--- config.mk ---
export PLATFORM = sky130hd
export DESIGN_NAME = factor_search
export DESIGN_NICKNAME = d
export VERILOG_FILES = /design/src/rtl/factor_search_pkg.sv /design/src/rtl/factor_search_divisor_residues.sv /design/src/rtl/factor_search.sv
export SDC_FILE = /design/constraint.sdc
export NUM_CORES = 1
export LEC_CHECK = 0
export BUFFER_PORTS_ARGS = -buffer_cell sky130_fd_sc_hd__buf_4
export CAP_MARGIN = 20
export CORE_ASPECT_RATIO = 1.4
export CORE_MARGIN = 4
export CORE_UTILIZATION = 50
export DETAILED_ROUTE_END_ITERATION = 10
export PLACE_DENSITY_LB_ADDON = 0.25
export SYNTH_ARGS = -nofsm -noshare
export SYNTH_HDL_FRONTEND = slang
export SYNTH_SLANG_ARGS = --single-unit
export TNS_END_PERCENT = 10
--- constraint.sdc ---
create_clock -name clk -period 2.4 [get_ports clk]
set_input_delay 0.12 -clock clk [delete_from_list [all_inputs] [get_ports clk]]
set_output_delay 0.12 -clock clk [all_outputs]
set_load 0.02 [all_outputs]
--- src/rtl/factor_search_pkg.sv ---
// Shared definitions for factor_search: factor bit positions, FSM state codes,
// and factor-vector width.
package factor_search_pkg;

    localparam int FACTOR_W = 8;

    localparam int FACTOR_2 = 0;
    localparam int FACTOR_3 = 1;
    localparam int FACTOR_4 = 2;
    localparam int FACTOR_5 = 3;
    localparam int FACTOR_6 = 4;
    localparam int FACTOR_7 = 5;
    localparam int FACTOR_8 = 6;
    localparam int FACTOR_9 = 7;

    localparam logic [1:0] ST_IDLE = 2'd0;
    localparam logic [1:0] ST_SCAN = 2'd1;
    localparam logic [1:0] ST_OUT  = 2'd2;
    localparam logic [1:0] ST_DONE = 2'd3;

endpackage

--- src/rtl/factor_search_divisor_residues.sv ---
// divisor_residues: wrapping residue counters for 3/5/7/9 that track the current
// candidate, plus the combinational factor vector derived from them.
module divisor_residues
    import factor_search_pkg::*;
(
    input  logic                clk,
    input  logic                rst,
    input  logic                clear,
    input  logic                step,
    input  logic [6:0]          n,
    output logic [FACTOR_W-1:0] factors
);

    logic [1:0] r3;
    logic [2:0] r5;
    logic [2:0] r7;
    logic [3:0] r9;

    // clear loads the residues of n=1, so step keeps them aligned with n+1.
    always_ff @(posedge clk) begin
        if (rst) begin
            r3 <= '0;
            r5 <= '0;
            r7 <= '0;
            r9 <= '0;
        end else if (clear) begin
            r3 <= 2'd1;
            r5 <= 3'd1;
            r7 <= 3'd1;
            r9 <= 4'd1;
        end else if (step) begin
            r3 <= (r3 == 2'd2) ? 2'd0 : r3 + 2'd1;
            r5 <= (r5 == 3'd4) ? 3'd0 : r5 + 3'd1;
            r7 <= (r7 == 3'd6) ? 3'd0 : r7 + 3'd1;
            r9 <= (r9 == 4'd8) ? 4'd0 : r9 + 4'd1;
        end
    end

    always_comb begin
        factors           = '0;
        factors[FACTOR_2] = ~n[0];
        factors[FACTOR_3] = (r3 == 2'd0);
        factors[FACTOR_4] = (n[1:0] == 2'b00);
        factors[FACTOR_5] = (r5 == 3'd0);
        factors[FACTOR_7] = (r7 == 3'd0);
        factors[FACTOR_8] = (n[2:0] == 3'b000);
        factors[FACTOR_9] = (r9 == 4'd0);
        factors[FACTOR_6] = factors[FACTOR_2] & factors[FACTOR_3];
    end

endmodule

--- src/rtl/factor_search.sv ---
// factor_search: scans 1..MAX_NUM and streams numbers whose divisor set matches mask.
// Define FACTOR_SEARCH_EXACT_EN to enable the exact-match mode selected by the exact input.
//
// state | meaning
// IDLE  | waiting for start
// SCAN  | evaluating candidate n this cycle
// OUT   | presenting a match until out_ready
// DONE  | one-cycle completion pulse
module factor_search
    import factor_search_pkg::*;
#(
    parameter int MAX_NUM = 127
) (
    input  logic       clk,
    input  logic       rst,
    input  logic       start,
    input  logic [7:0] mask,
    input  logic       exact,
    output logic       out_valid,
    input  logic       out_ready,
    output logic [6:0] out_number,
    output logic       busy,
    output logic       done,
    output logic [7:0] count
);

    localparam logic [6:0] LAST = 7'(MAX_NUM);

    logic [1:0]          state;
    logic [6:0]          n;
    logic [7:0]          mask_q;
    logic [FACTOR_W-1:0] factors;
    logic                match;
    logic                last;
    logic                advance;

`ifdef FACTOR_SEARCH_EXACT_EN
    logic exact_q;

    always_ff @(posedge clk) begin
        if (rst) exact_q <= 1'b0;
        else if (state == ST_IDLE && start) exact_q <= exact;
    end

    assign match = exact_q ? (factors == mask_q) : ((factors & mask_q) == mask_q);
`else
    logic unused_exact;
    assign unused_exact = exact;
    assign match = ((factors & mask_q) == mask_q);
`endif

    assign last    = (n == LAST);
    assign advance = !last && ((state == ST_SCAN && !match) ||
                               (state == ST_OUT && out_ready));

    divisor_residues u_residues (
        .clk     (clk),
        .rst     (rst),
        .clear   (state == ST_IDLE && start),
        .step    (advance),
        .n       (n),
        .factors (factors)
    );

    always_ff @(posedge clk) begin
        if (rst) begin
            state      <= ST_IDLE;
            n          <= '0;
            mask_q     <= '0;
            out_number <= '0;
            count      <= '0;
        end else begin
            case (state)
                ST_IDLE: if (start) begin
                    mask_q <= mask;
                    n      <= 7'd1;
                    count  <= '0;
                    state  <= ST_SCAN;
                end
                ST_SCAN: begin
                    if (match) begin
                        out_number <= n;
                        state      <= ST_OUT;
                    end else if (last) begin
                        state <= ST_DONE;
                    end else begin
                        n <= n + 7'd1;
                    end
                end
                ST_OUT: if (out_ready) begin
                    count <= count + 8'd1;
                    if (last) begin
                        state <= ST_DONE;
                    end else begin
                        n     <= n + 7'd1;
                        state <= ST_SCAN;
                    end
                end
                ST_DONE: state <= ST_IDLE;
                default: state <= ST_IDLE;
            endcase
        end
    end

    assign out_valid = (state == ST_OUT);
    assign busy      = (state == ST_SCAN) || (state == ST_OUT);
    assign done      = (state == ST_DONE);

endmodule

* Word-level counts from Yosys, hierarchy flattened
Index checks and enable logic that the tools add are counted.
** Storage, ports and cells
- Bits in registers :: 44
- Bits in latches :: 0
- Bits in writable memories :: 0
- ROM bits :: 0
- Input bits :: 13
- Output and inout port bits :: 18
- Word-level logic and storage cells :: 85
- Memories :: 0
** Cells by class
- $add $sub $neg :: 6
- Multiply operators :: 0
- Div/mod/pow operators :: 0
- Order comparisons :: 0
- Equality and inequality tests :: 13
- Shift-type cells :: 0
- Muxes and demuxes :: 26
- Bitwise operators :: 3
- Reduce and logical (&&, ||, !) cells :: 24
** Operators by type and width (number)
- two-way mux 7 bit :: 4
- one-hot mux 7 bit (3 select lines) :: 1
- two-way mux 8 bit :: 2
- one-hot mux 8 bit (2 select lines) :: 1
- two-way mux 2 bit :: 6
- zero test 3 bit :: 3
- adder 8 x 1 -> 8 bit, second input constant :: 1
- AND 8 bit :: 1
- == test 8 bit :: 1
- two-way mux 1 bit :: 8
- one-hot mux 2 bit (4 select lines) :: 1
- adder 7 x 1 -> 7 bit, second input constant :: 1
- == test 7 bit, second input constant :: 1
- adder 3 x 1 -> 3 bit, second input constant :: 2
- == test 2 bit, second input constant :: 3
- == test 3 bit, second input constant :: 2
- zero test 2 bit :: 3
- two-way mux 3 bit :: 2
- AND reduction 3 bit :: 2
- adder 4 x 1 -> 4 bit, second input constant :: 1
- == test 4 bit, second input constant :: 1
- logical AND 1 bit :: 4
- zero test 4 bit :: 1
- two-way mux 4 bit :: 1
- other kinds (14) :: 19

* Longest topological paths before layout
Gate-level depths: netlist (run 1).
- Depth in word-level cells :: 10
- Depth in mapped cells :: 9
- Mapped depth without buffers :: 7

* By module
From an unflattened synthesis (run 1), not the netlist that was laid out.
** Second synthesis, totals
- Cell total of the unflattened synthesis :: 263
- Area, all modules :: 2347.3 um2
** Modules (own cells, without submodules)
- factor_search :: times used 1, cells an instance 188, area each 1705.4 um2
- divisor_residues :: times used 1, cells an instance 75, area each 641.9 um2

* Worst setup path after synthesis (run 1)
OpenSTA, ideal clock, no wires.
- Path kind :: register to register
- Start :: register state[0]
- End :: register n[3]
- Data arrival time :: 2.184 ns
- Setup slack :: 0.154 ns
- Stages on the path, launching flop included :: 10
- Buffers on the path :: 2
- Period minus slack after synthesis :: 2.246 ns
- Cell sequence :: dfxtp_1 inv_1 ha_1 buf_6 nor2b_4 or3_1 clkbuf_1 or4_1 a211o_1 nand3_1
** On the way
- Cells in the longest elaborated chain, start to end :: 3
- Elaborated cells on any way between the ends :: 9
- Those cells by class :: eq/ne: 5; mux: 1; reduce/logical: 3
** Ends and longest elaborated chain
- start, declared :: RTL line factor_search.sv:29 : logic [1:0] state;
- start signal, assigned :: RTL line factor_search.sv:67 : state <= ST_IDLE;
- start signal, assigned :: RTL line factor_search.sv:78 : state <= ST_SCAN;
- start signal, assigned :: RTL line factor_search.sv:83 : state <= ST_OUT;
- == test 2 bit (*)
- named net out_valid :: RTL line factor_search.sv:19 : output logic out_valid,
- != test 2 x 1 -> 1 bit (no line) / nonzero test 3 bit (equally long branches)
- AND reduction 4 bit (no line)
- end signal, assigned :: RTL line factor_search.sv:87 : n <= n + 7'd1;
- end signal, assigned :: RTL line factor_search.sv:95 : n <= n + 7'd1;
- end, declared :: RTL line factor_search.sv:30 : logic [6:0] n;
The timed path passes the listed nets; every way through them passes the cells marked *.
A chain may end at the register's enable or synchronous reset.

* Worst setup path after layout (run 1)
- Start :: register n[0]
- End :: register u_residues.r9[3]
** On the way
- Cells in the longest elaborated chain, start to end :: 8
- Elaborated cells on any way between the ends :: 12
- Those cells by class :: eq/ne: 2; bitwise: 3; reduce/logical: 7
** Ends and longest elaborated chain
- NOT 1 bit :: RTL line factor_search_divisor_residues.sv:41 : factors[FACTOR_2] = ~n[0];
- AND 1 bit :: RTL line factor_search_divisor_residues.sv:48 : factors[FACTOR_6] = factors[FACTOR_2] & factors[FACTOR_3];
- AND 8 bit :: RTL line factor_search.sv:49 : assign match = ((factors & mask_q) == mask_q);
- == test 8 bit :: RTL line factor_search.sv:49
- zero test 1 bit :: RTL line factor_search.sv:53 : assign advance = !last && ((state == ST_SCAN && !match) ||
- logical AND 1 bit :: RTL line factor_search.sv:53
- logical OR 1 bit :: RTL line factor_search.sv:53
- logical AND 1 bit (*) :: RTL line factor_search.sv:53
- end signal, assigned :: RTL line factor_search_divisor_residues.sv:35 : r9 <= (r9 == 4'd8) ? 4'd0 : r9 + 4'd1;
- end, declared :: RTL line factor_search_divisor_residues.sv:17 : logic [3:0] r9;
Every way passes the cells marked *; elsewhere a longest branch is shown, timed or not.

==> results of run 1 <==
report_power, final:
group	leakage [nW]	internal, mW	switching [mW]
clock	0.0455	0.235	0.250
sequential	0.358	0.808	0.0857
combinational	0.667	0.444	0.700
synthesized netlist by cell type, types with 2 or more instances:
cell type	number	share of area (%)
nor4_1	3	0.77
nand3_1	19	3.9
and2_1	2	0.51
buf_6	3	1.4
nor3b_1	3	0.93
inv_1	17	2.6
and3_1	4	1.0
nor2_1	16	2.5
nand2_1	30	4.6
nor3_1	5	1.0
ha_1	12	6.2
a32o_1	2	0.82
mux2i_1	2	0.82
nand2b_1	3	0.77
clkbuf_1	9	1.4
o21ai_0	12	2.5
buf_1	4	0.62
or3b_2	3	1.1
or4b_1	3	1.2
dfxtp_1	44	36
o311a_1	2	0.82
a221oi_1	4	1.4
xor2_1	5	1.8
buf_2	2	0.41
nor2b_1	6	1.5
or4_1	2	0.62
or3_1	3	0.77
a22oi_1	2	0.62
nand4_1	3	0.77
o221a_2	2	0.93
a31oi_1	4	1.0
o21ai_1	8	1.6
a21oi_1	28	5.8
o31ai_1	2	0.62
o21ai_2	2	0.72
metal layers:
| metal | global-route usage [%] | share of wire [%] | vias to the layer above |
|---|---|---|---|
| li1 | - | - | 1098 |
| met2 | 33.7 | 52 | 34 |
| met3 | 3.24 | 3.4 | 7 |
| met4 | 7.28 | 1.5 | 0 |
| met1 | 22.9 | 43 | 1048 |
| met5 | 0 | 0 | - |
cell type report:
cell class | count | area (um^2)
well taps | 62 | 77.6
multi-input cells | 212 | 1400
clock buffers | 8 | 90.1
flip-flops and latches | 44 | 881
fillers | 445 | 1800
inverters | 18 | 67.6
repair buffers | 38 | 298
flip-flops by register name, summed over array words and instances (netlist names):
signal         count
count              8
mask_q             8
n                  7
out_number         7
u_residues.r9      4
u_residues.r5      3
u_residues.r7      3
state              2
u_residues.r3      2
what timing repair did:
action | in CTS | in global routing
resized for setup | 0 | 1
hold buffers | 0 | 0
endpoints found under the setup margin | 0 | 3
stage by stage:
stage	hold slack [ns]	util, %
6_report	0.0630	61.0
5_1_grt	0.0536	61.0
4_1_cts	0.0552	61.0
3_5_place_dp	0.380	59.0
3_3_place_gp	0.369	59.0
2_1_floorplan	0.256	-
cell families after synthesis:
family                     share of synthesized area, %
AOI/OAI and AO/OA                                  21.8
xor gates and xnor gates                           2.16
adders and majority gates                          6.18
buffers and inverters                              6.59
DFF                                                36.2
muxes                                             0.824
and+or+nand+nor                                    26.2
worst max-delay path: cells and delay by family, from the launching register on:
| family | cells | cell delay (ns) |
|---|---|---|
| AO/OA/AOI/OAI | 2 | 0.53 |
| adder cells (fa/ha/maj) | 1 | 0.23 |
| buffers and inverters | 2 | 0.23 |
| flip-flops | 1 | 0.45 |
| AND/OR/NAND/NOR | 3 | 0.62 |
worst min-delay path by stage:
stage	start	end	depth (start not counted)
CTS	mask[2]	mask_q[2]	3
detailed placement	mask[2]	mask_q[2]	3
global placement	mask[7]	mask_q[7]	3
finish	mask[0]	mask_q[0]	3
global route	mask[2]	mask_q[2]	3
floorplan	mask[0]	mask_q[0]	2
==> out/qor_table.md, run 1 <==
| Parameter | Reported | Unit |
| --- | --- | --- |
| Pleak | 1.07 | nW |
| Pin count of the biggest net entering global routing | 31 | - |
| Highest-count cells in the layout ignoring fill and taps | 44 x dfxtp_1, 37 x buf_4, 30 x nand2_1 | - |
| Top-Level Pins | 31 | - |
| Worst path arrival time | 2.37 | ns |
| Power density relative to cell area | 897 | nW/um^2 |
| Clock slew at the register clock pins of the worst setup and hold paths | 0.08 | ns |
| Setup repair after global routing missed its margin | false | - |
| Antenna cell count | 0 | - |
| Total clock buffers created by CTS | 5 | - |
| Vias in the first global route | 2056 | - |
| Vias/cell | 5.73 | - |
| Final setup violation count | 0 | - |
| Yosys synthesis warning count | 0 | - |
| Final hold viol count | 0 | - |
| Synth Area per Inst | 8.33 | um^2 |
| Main synth FF type | dfxtp_1 | - |
| Unique cell type count in the Yosys netlist | 56 | - |
| Share of the yosys chip area belonging to registers | 36.2 | % |
| Port-buffer cells | 29 | - |
| Placed instance area | 2720 | um^2 |
| Number of levels the H-tree was split into | 2 | - |
| Run status | completed | - |
| Half-perimeter wire length after detailed placement | 3830 | um |
| Post-route clock period utilization | 90.3 | % |
| Endpoint kind of the worst setup timing path | flop | - |
| Max-cap violations | 0 | - |
| Maximum fanout along the worst path | 20 | - |
| Number of iterations in the first detailed-routing pass | 4 | - |
| Critical Path Source | n[0] | - |
| GR Overflow Total | 0 | - |
| Most frequent standard cell in the layout excluding fill and tap cells | dfxtp_1 | - |
| Detailed Route Iter0 Violations | 97 | - |
| Dpl cells | 374 | - |
| Clock tree from TritonCTS | yes | - |
| Post-route DRC violation count | 0 | - |
| Final antenna-violating net count | 0 | - |
| Final weighted congestion in routability-driven placement | 0.802 | - |
| Cell Count, Final, Fillers Out | 382 | - |
| Total count of max-transition violations in the final report | 0 | - |
| Tot Pwr | 2.52 | mW |
| Maximum frequency from static timing analysis | 0.462 | GHz |
| Floorplan die width | 66.9 | um |
| Number of synthesized flops with an enable pin | 0 | - |
| Root buffer selected by CTS | clkbuf_8 | - |
| Min-delay worst type | primary input to flop | - |
| Final worst clock skew | 0.00762 | ns |
| List of cells traversed by the critical path | inv_1 > ha_1 > nor2b_1 > a2bb2oi_2 > nor4_2 > buf_12 > or3_1 > a221oi_1 | - |
| Global-route wire length before repair | 9290 | um |
| Post-Place Setup Slack | 0.199 | ns |
| Count of nets after finishing | 344 | - |
| Layout cell share with drive strength beyond 1 | 19.7 | % |
| Chip height | 90.5 | um |
| Endpoint of the most critical register-to-register path | u_residues.r9[3] | - |
| Clock Tree Buf Depth | 2 | - |
| Reg2Reg Launch Point | n[0] | - |
| Highest cell delay on the worst timing path | 0.45 | ns |
| Number of storage elements in the synthesis netlist | 44 | - |
| Measured slew at the worst slew-check pin | 0.454 | ns |
| Number of cells on the worst reg-to-reg path | 8 | - |
| Routed WL | 5380 | um |
| Floorplan Core Area | 4610 | um^2 |
| Final critical-path required period | 2.17 | ns |
| Required arrival time at the worst endpoint | 2.61 | ns |
| Capturing element of the worst setup path | u_residues.r9[3] | - |
| Number of vias in the routed layout | 2187 | - |
| Async set-reset flop share out of synthesis | 0 | % |
| Cells after Synth | 292 | - |
| Maximum resistive drop on vdd | 0.619 | mV |
| Netlist area before placement | 2430 | um^2 |
| Worst skew pair latency | 0.30 | ns |
| Register-to-register setup slack | 0.23 | ns |
| Post-layout instance area | 2810 | um^2 |
| Setup total negative slack | 0 | ns |
| Slowest CP cell | dfxtp_1 | - |
| Post-DR wirelength/cell | 14.1 | um |
| Worst slew margin | 69.6 | % |
| Number of cell rows | 29 | - |
| Die ar. | 6060 | um^2 |
| Setup Fix Bufs, Post-CTS | 0 | - |
| Min setup slack post-route | 0.233 | ns |
| Starting density of the core | 52.8 | % |
| Post-synth net total | 317 | - |
| Antenna violations before repair | 0 | - |
| Kind of critical path | flop to flop | - |
| Crit start category | flop | - |
| Overall routing resource usage | 19.3 | % |
| Number of clock sinks | 44 | - |
| Layout overhead on the synthesized area | 15.6 | % |
Note: power is estimated with default switching activity, not from simulation.
==> inputs of run 2 (changes only) <==
--- a/config.mk
+++ b/config.mk
@@ -5,11 +5,12 @@
 export SDC_FILE = /design/constraint.sdc
 export NUM_CORES = 1
 export LEC_CHECK = 0
+export ABC_CLOCK_PERIOD_IN_PS = 2400
 export BUFFER_PORTS_ARGS = -buffer_cell sky130_fd_sc_hd__buf_4
 export CAP_MARGIN = 20
 export CORE_ASPECT_RATIO = 1.4
 export CORE_MARGIN = 4
-export CORE_UTILIZATION = 50
+export CORE_UTILIZATION = 40
 export DETAILED_ROUTE_END_ITERATION = 10
 export PLACE_DENSITY_LB_ADDON = 0.25
 export SYNTH_ARGS = -nofsm -noshare
==> run 2 against run 1 <==
Register-to-register slack got worse by 0.08 ns; clock skew barely moved; sequential share of layout area fell by 0.54 points; critical path type unchanged; fmax fell by 3.7%; first-iteration DRC count fell by 18%; non-clock buffer count rose by 5; worst setup slack got worse by 0.084 ns; design area rose by 1.9%; largest power group unchanged; flip-flop and latch count did not move; cell count rose by 3.4%; routed wire length rose by 7.5%; global-route usage fell by 2.7 points.
==> out/qor_table.md, run 2 (synthesized netlist as in run 1, its figures left out) <==
| Parameter | Reported | Unit |
| --- | --- | --- |
| Run status | completed | - |
| Routed WL | 5780 | um |
| Starting density of the core | 41.5 | % |
| Half-perimeter wire length after detailed placement | 4130 | um |
| Floorplan Core Area | 5860 | um^2 |
| Area taken by multi-input logic gates | 1400 | um^2 |
| Maximum resistive drop on vdd | 0.400 | mV |
| Final setup violation count | 0 | - |
| Max-cap violations | 0 | - |
| Largest registers | count x8, mask_q x8 | - |
| Antenna cell count | 0 | - |
| Layout overhead on the synthesized area | 17.9 | % |
| Cts hold-fix bufs | 0 | - |
| CP top delay family | simple AND/OR/NAND/NOR gates | - |
| Die ar. | 7410 | um^2 |
| Placed instance area | 2760 | um^2 |
| Worst path arrival time | 2.44 | ns |
| Worst hold start | mask[6] | - |
| Post-route clock period utilization | 93.8 | % |
| Highest-count cells in the layout ignoring fill and taps | 43 x dfxtp_1, 43 x buf_4, 30 x nand2_1 | - |
| Worst slew margin | 60.7 | % |
| Measured slew at the worst slew-check pin | 0.585 | ns |
| Endpoint kind of the worst setup timing path | flop | - |
| Maximum fanout along the worst path | 9 | - |
| Worst skew pair latency | 0.30 | ns |
| Final critical-path required period | 2.25 | ns |
| Post-Place Setup Slack | 0.190 | ns |
| Slowest CP cell | nor4_4 | - |
| Total count of max-transition violations in the final report | 0 | - |
| Floorplan die width | 73.9 | um |
| Required arrival time at the worst endpoint | 2.59 | ns |
| Number of vias in the routed layout | 2196 | - |
| Post-route DRC violation count | 0 | - |
| GR Overflow Total | 0 | - |
| Vias/cell | 5.56 | - |
| Setup repair after global routing missed its margin | false | - |
| Count of nets after finishing | 349 | - |
| Critical Path Source | u_residues.r9[0] | - |
| Min setup slack post-route | 0.150 | ns |
| Overall routing resource usage | 16.6 | % |
| Pleak | 1.10 | nW |
| Highest cell delay on the worst timing path | 0.59 | ns |
| Maximum frequency from static timing analysis | 0.444 | GHz |
| Global-route wire length before repair | 9780 | um |
| Antenna violations before repair | 0 | - |
| Clock tree from TritonCTS | yes | - |
| Chip height | 100 | um |
| Number of cell rows | 33 | - |
| Final antenna-violating net count | 0 | - |
| Post-DR wirelength/cell | 14.6 | um |
| Final worst clock skew | 0.00715 | ns |
| Critical path buffer and inverter count | 1 | - |
| Dpl cells | 387 | - |
| Kind of critical path | flop to flop | - |
| Post-layout instance area | 2870 | um^2 |
| Final hold viol count | 0 | - |
| Crit start category | flop | - |
| Clock Tree Buf Depth | 2 | - |
| List of cells traversed by the critical path | inv_1 > ha_1 > nor3b_1 > o21ai_2 > nor4_4 > a221oi_1 > o221a_1 | - |
| Detailed Route Iter0 Violations | 80 | - |
| Root buffer selected by CTS | clkbuf_8 | - |
| Port-buffer cells | 29 | - |
| Tot Pwr | 2.64 | mW |
| Number of iterations in the first detailed-routing pass | 4 | - |
| Power density relative to cell area | 920 | nW/um^2 |
| Number of levels the H-tree was split into | 2 | - |
| Vias in the first global route | 2077 | - |
| Final weighted congestion in routability-driven placement | 0.792 | - |
| Layout cell share with drive strength beyond 1 | 21.5 | % |
| Top-Level Pins | 31 | - |
| Fill cells | 597 | - |
| Pin count of the biggest net entering global routing | 30 | - |
| Min-delay worst type | primary input to flop | - |
| Reg2Reg Launch Point | u_residues.r9[0] | - |
| Cell Count, Final, Fillers Out | 395 | - |
| Sequential standard cell area | 882 | um^2 |
| Clock slew at the register clock pins of the worst setup and hold paths | 0.09 | ns |
| Setup total negative slack | 0 | ns |
| Total clock buffers created by CTS | 5 | - |
| Number of clock sinks | 44 | - |
-- run 2: worst paths after layout --
path	cells past startpoint	end	slack [ns]
worst max-delay path	7	n[0]	0.15
worst min-delay path	3	mask_q[6]	0.06
worst max register to register	7	n[0]	0.15
worst min register to register	2	mask_q[1]	0.46
-- run 2: worst min-delay path: stages --
cell     delay, ns
buf_4         0.11
nand2_1       0.04
a21oi_1       0.05
-- run 2: what timing repair did --
action                     4_1_cts  5_1_grt
gates resized for setup          0        2
setup endpoints to repair        0        3
buffers inserted                 0        0
-- run 2: metrics by stage --
| step | util (%) | hold WS [ns] |
|---|---|---|
| 2_1_floorplan | - | 0.256 |
| 3_3_place_gp | 47.0 | 0.369 |
| 3_5_place_dp | 47.0 | 0.380 |
| 4_1_cts | 48.8 | 0.0557 |
| 5_1_grt | 48.9 | 0.0567 |
| 6_report | 48.9 | 0.0600 |
-- run 2: area by class of cell --
class / instances / area share, %
well taps: 70 / 3.06
flip-flops and latches: 44 / 30.8
multi-input cells: 212 / 48.8
inverters: 18 / 2.36
repair buffers: 43 / 11.3
clock buffers: 6 / 2.53
clock inverters: 2 / 1.22
-- run 2: power breakdown --
part           leakage (nW)  switching, mW  total (mW)  internal, mW
clock network        0.0552          0.263       0.573         0.309
registers             0.358         0.0813       0.891         0.809
logic                 0.686          0.723        1.17         0.449
total                  1.10           1.07        2.64          1.57
-- run 2: layer usage --
layer  wire (um)  up-vias  track usage [%]
met5           0        -                0
met4          92        0             5.02
met3         286        9             2.91
met2        2840       52             28.3
met1        2570     1023             20.9
li1            -     1112                -
==> inputs of run 3 (changes only) <==
--- a/config.mk
+++ b/config.mk
@@ -15,5 +15,6 @@
 export PLACE_DENSITY_LB_ADDON = 0.25
 export SYNTH_ARGS = -nofsm -noshare
 export SYNTH_HDL_FRONTEND = slang
+export SYNTH_HIERARCHICAL = 1
 export SYNTH_SLANG_ARGS = --single-unit
 export TNS_END_PERCENT = 10
==> run 3 against run 2 <==
Fmax is 5.2% higher; routed wire length is 17% lower; register-to-register slack better by 0.11 ns; design area is 1.5% lower; die area is 3.1% lower; clock-buffer cell count stayed put; synthesized cell count is 9.9% lower; clock skew is 0.0033 ns higher; worst setup slack better by 0.11 ns; global-route usage is 2.0 points lower; largest cell class unchanged; highest routed layer unchanged.
==> out/qor_table.md, run 3 <==
| Parameter | Reported | Unit |
| --- | --- | --- |
| Run status | completed | - |
| Pleak | 1.17 | nW |
| Half-perimeter wire length after detailed placement | 3480 | um |
| Final antenna-violating net count | 0 | - |
| Final worst clock skew | 0.0105 | ns |
| Die ar. | 7170 | um^2 |
| Kind of critical path | flop to flop | - |
| Global routing met3 resource utilization | 3.16 | % |
| Number of storage elements in the synthesis netlist | 44 | - |
| Clock Tree Buf Depth | 2 | - |
| Layout cell share with drive strength beyond 1 | 28.1 | % |
| Cell type contributing the most total cell area after synthesis | dfxtp_1 | - |
| Worst hold path cell count | 3 | - |
| Main synth FF type | dfxtp_1 | - |
| Number of synthesized flops with an enable pin | 0 | - |
| Met2 track demand over resource | 24.7 | % |
| Unique cell type count in the Yosys netlist | 63 | - |
| Part of the power in registers | 34.9 | % |
| Antenna violations before repair | 0 | - |
| Post-synth net total | 287 | - |
| Switching share of total power | 38.9 | % |
| Post-synthesis compound-gate area fraction | 22.6 | % |
| Critical Path Source | u_residues/r9[0] | - |
| Global-route wire length before repair | 8440 | um |
| Layout overhead on the synthesized area | 20.3 | % |
| Number of cells on the worst reg-to-reg path | 11 | - |
| Required arrival time at the worst endpoint | 2.57 | ns |
| Part of the power in combinational logic | 48.0 | % |
| Switching Power | 1.00 | mW |
| Fraction of power consumed by the clock network | 17.2 | % |
| Number of cell rows | 32 | - |
| Most congested layer reported by global routing | met2 | - |
| Maximum resistive drop on vdd | 0.477 | mV |
| Power density relative to cell area | 911 | nW/um^2 |
| Post-DR wirelength/cell | 12.8 | um |
| Tot Pwr | 2.57 | mW |
| Vias/cell | 5.22 | - |
| Netlist area before placement | 2350 | um^2 |
| Share of the yosys chip area belonging to registers | 37.5 | % |
| Synth Area per Inst | 8.92 | um^2 |
| Number of levels the H-tree was split into | 2 | - |
| Detailed Route Iter0 Violations | 147 | - |
| Routed WL | 4820 | um |
| Fraction of the mapped netlist area in adder cells | 5.86 | % |
| Antenna cell count | 0 | - |
| Root buffer selected by CTS | clkbuf_8 | - |
| Final weighted congestion in routability-driven placement | 0.741 | - |
| GR Overflow Total | 0 | - |
| Mux share of post-synthesis cell area | 4.32 | % |
| Final critical-path required period | 2.14 | ns |
| Number of clock sinks | 44 | - |
| Count of nets after finishing | 334 | - |
| Most frequent standard cell in the layout excluding fill and tap cells | buf_4 | - |
| Final setup violation count | 0 | - |
| Yosys synthesis warning count | 6 | - |
| Floorplan Core Area | 5610 | um^2 |
| Post-route clock period utilization | 89.1 | % |
| Endpoint of the most critical register-to-register path | u_residues/r7[1] | - |
| Post-route DRC violation count | 0 | - |
| Setup repair after global routing missed its margin | false | - |
| Total clock buffers created by CTS | 5 | - |
| Floorplan die width | 72.7 | um |
| Clock tree from TritonCTS | yes | - |
| Largest registers | count x8, mask_q x8 | - |
| Top cell type's share of synthesized area | 37.5 | % |
| Fill cells | 557 | - |
| Maximum fanout along the worst path | 7 | - |
| Measured slew at the worst slew-check pin | 0.417 | ns |
| Simple logic cell fraction of the synthesized area | 23.0 | % |
| Top-Level Pins | 31 | - |
| Chip height | 98.6 | um |
| Register-to-register setup slack | 0.26 | ns |
| Highest-count cells in the layout ignoring fill and taps | 49 x buf_4, 44 x dfxtp_1, 33 x nand2_1 | - |
| Number of vias in the routed layout | 1973 | - |
| Worst skew pair latency | 0.30 | ns |
| Max-cap violations | 0 | - |
| Worst slew margin | 71.9 | % |
| Reg2Reg Launch Point | u_residues/r9[0] | - |
| Clock slew at the register clock pins of the worst setup and hold paths | 0.08 | ns |
| Setup total negative slack | 0 | ns |
| Worst path arrival time | 2.31 | ns |
| Min-delay worst type | primary input to flop | - |
| Cells after Synth | 263 | - |
| Pin count of the biggest net entering global routing | 36 | - |
| Most area-consuming cells after synthesis | dfxtp_1 38%, ha_1 5.9%, a21oi_1 5.3% | - |
| Utilization after layout | 50.4 | % |
| Final hold viol count | 0 | - |
| Maximum frequency from static timing analysis | 0.468 | GHz |
| Met1 Usage GRT | 17.9 | % |
| Pint | 1.57 | mW |
| Most frequent cell after synthesis | dfxtp_1 | - |
| Vias in the first global route | 1909 | - |
| Endpoint kind of the worst setup timing path | flop | - |
| Total count of max-transition violations in the final report | 0 | - |
| Port-buffer cells | 29 | - |
| Crit start category | flop | - |
| Starting density of the core | 41.9 | % |
| Number of iterations in the first detailed-routing pass | 4 | - |
| Async set-reset flop share out of synthesis | 0 | % |
| Combinational family with the most area after synthesis | simple AND/OR/NAND/NOR gates | - |
| Most common library cells after synthesis | 44 x dfxtp_1, 33 x nand2_1, 25 x a21oi_1 | - |
| Endpoint of the worst hold-timing path | mask_q[3] | - |
| Overall routing resource usage | 14.5 | % |
| Setup Fix Bufs, Post-CTS | 0 | - |
| Parity-gate share of the synthesized area counting xor and xnor cells | 1.12 | % |
| Worst hold start | mask[3] | - |
==> run 3: cell count changes after synthesis, sizes merged, moves of 4 or more <==
cell    delta
a211oi     +5
mux2i      +7
and2b      +5
or3b       -4
nor2       +5
nand2      +5
o21ai     -11
nand3     -11
xor2       -5
nor4       -5
clkbuf     -6
==> run 3: metal layers <==
metal / share of wire [%] / vias to the layer above / wire, um
met5: 0 / - / 0
met4: 1.4 / 0 / 68
met3: 3.3 / 7 / 157
met2: 49 / 23 / 2380
met1: 46 / 925 / 2220
li1: - / 1018 / -
==> run 3: cells by family (layout without fill, tap and decap cells) <==
| kind of cell | count (synthesis) | count (layout) |
|---|---|---|
| and+or+nand+nor | 104 | 104 |
| DFF | 44 | 44 |
| muxes | 10 | 10 |
| xor gates and xnor gates | 3 | 3 |
| adders and majority gates | 11 | 11 |
| AOI/OAI and AO/OA | 67 | 67 |
| buffers and inverters | 24 | 71 |
==> run 3: critical path: stages (launching register included) <==
cell and delay, ns:
dfxtp_1 0.31, inv_1 0.07, ha_1 0.17, nor3b_1 0.17, and2b_2 0.25, a2111oi_4 0.23
and2_4 0.20, nand2b_4 0.13, a21oi_4 0.08, buf_4 0.17, a21oi_1 0.18, nor3_2 0.06
==> run 3: final cells by class <==
class,count,area (um^2),area share (%)
multi-input combinational,195,1360,48.0
tap,68,85.1,3.01
timing repair buffer,49,368,13.0
inverter,15,56.3,1.99
sequential,44,881,31.2
clock buffer,6,72.6,2.57
clock inverter,1,5.00,0.177
==> run 3: through the flow <==
step	instances	instance area, um^2	hold slack, ns	setup WS (ns)
floorplan	263	2350	0.189	0.00514
global placement	371	2730	0.368	-0.0221
detailed placement	371	2730	0.378	-0.0183
CTS	378	2810	0.0574	0.101
global route	378	2820	0.0631	0.0741
finish	378	2820	0.0664	0.261
==> run 3: power by group through the flow <==
| stage | logic (mW) | registers [mW] | clock network (mW) |
|---|---|---|---|
| 3_5_place_dp | 1.22 | 0.914 | 0 |
| 6_report | 1.23 | 0.897 | 0.442 |
| 4_1_cts | 1.22 | 0.898 | 0.468 |
| 3_3_place_gp | 1.19 | 0.913 | 0 |
| 2_1_floorplan | 0.881 | 0.916 | 0 |
| 5_1_grt | 1.36 | 0.915 | 0.495 |
==> run 3: what timing repair did <==
item,CTS,global route
resized for setup,1,2
hold buffers,0,0
setup endpoints to repair,6,6
pin swaps,0,2
==> run 3: worst max-delay path by stage <==
stage | to | slack [ns] | cells after the start
floorplan | u_residues/r9[3] | 0.005 | 12
global placement | u_residues/r5[1] | -0.02 | 11
detailed placement | u_residues/r5[1] | -0.02 | 11
CTS | u_residues/r9[3] | 0.10 | 12
global route | u_residues/r9[3] | 0.07 | 12
finish | u_residues/r7[1] | 0.26 | 11
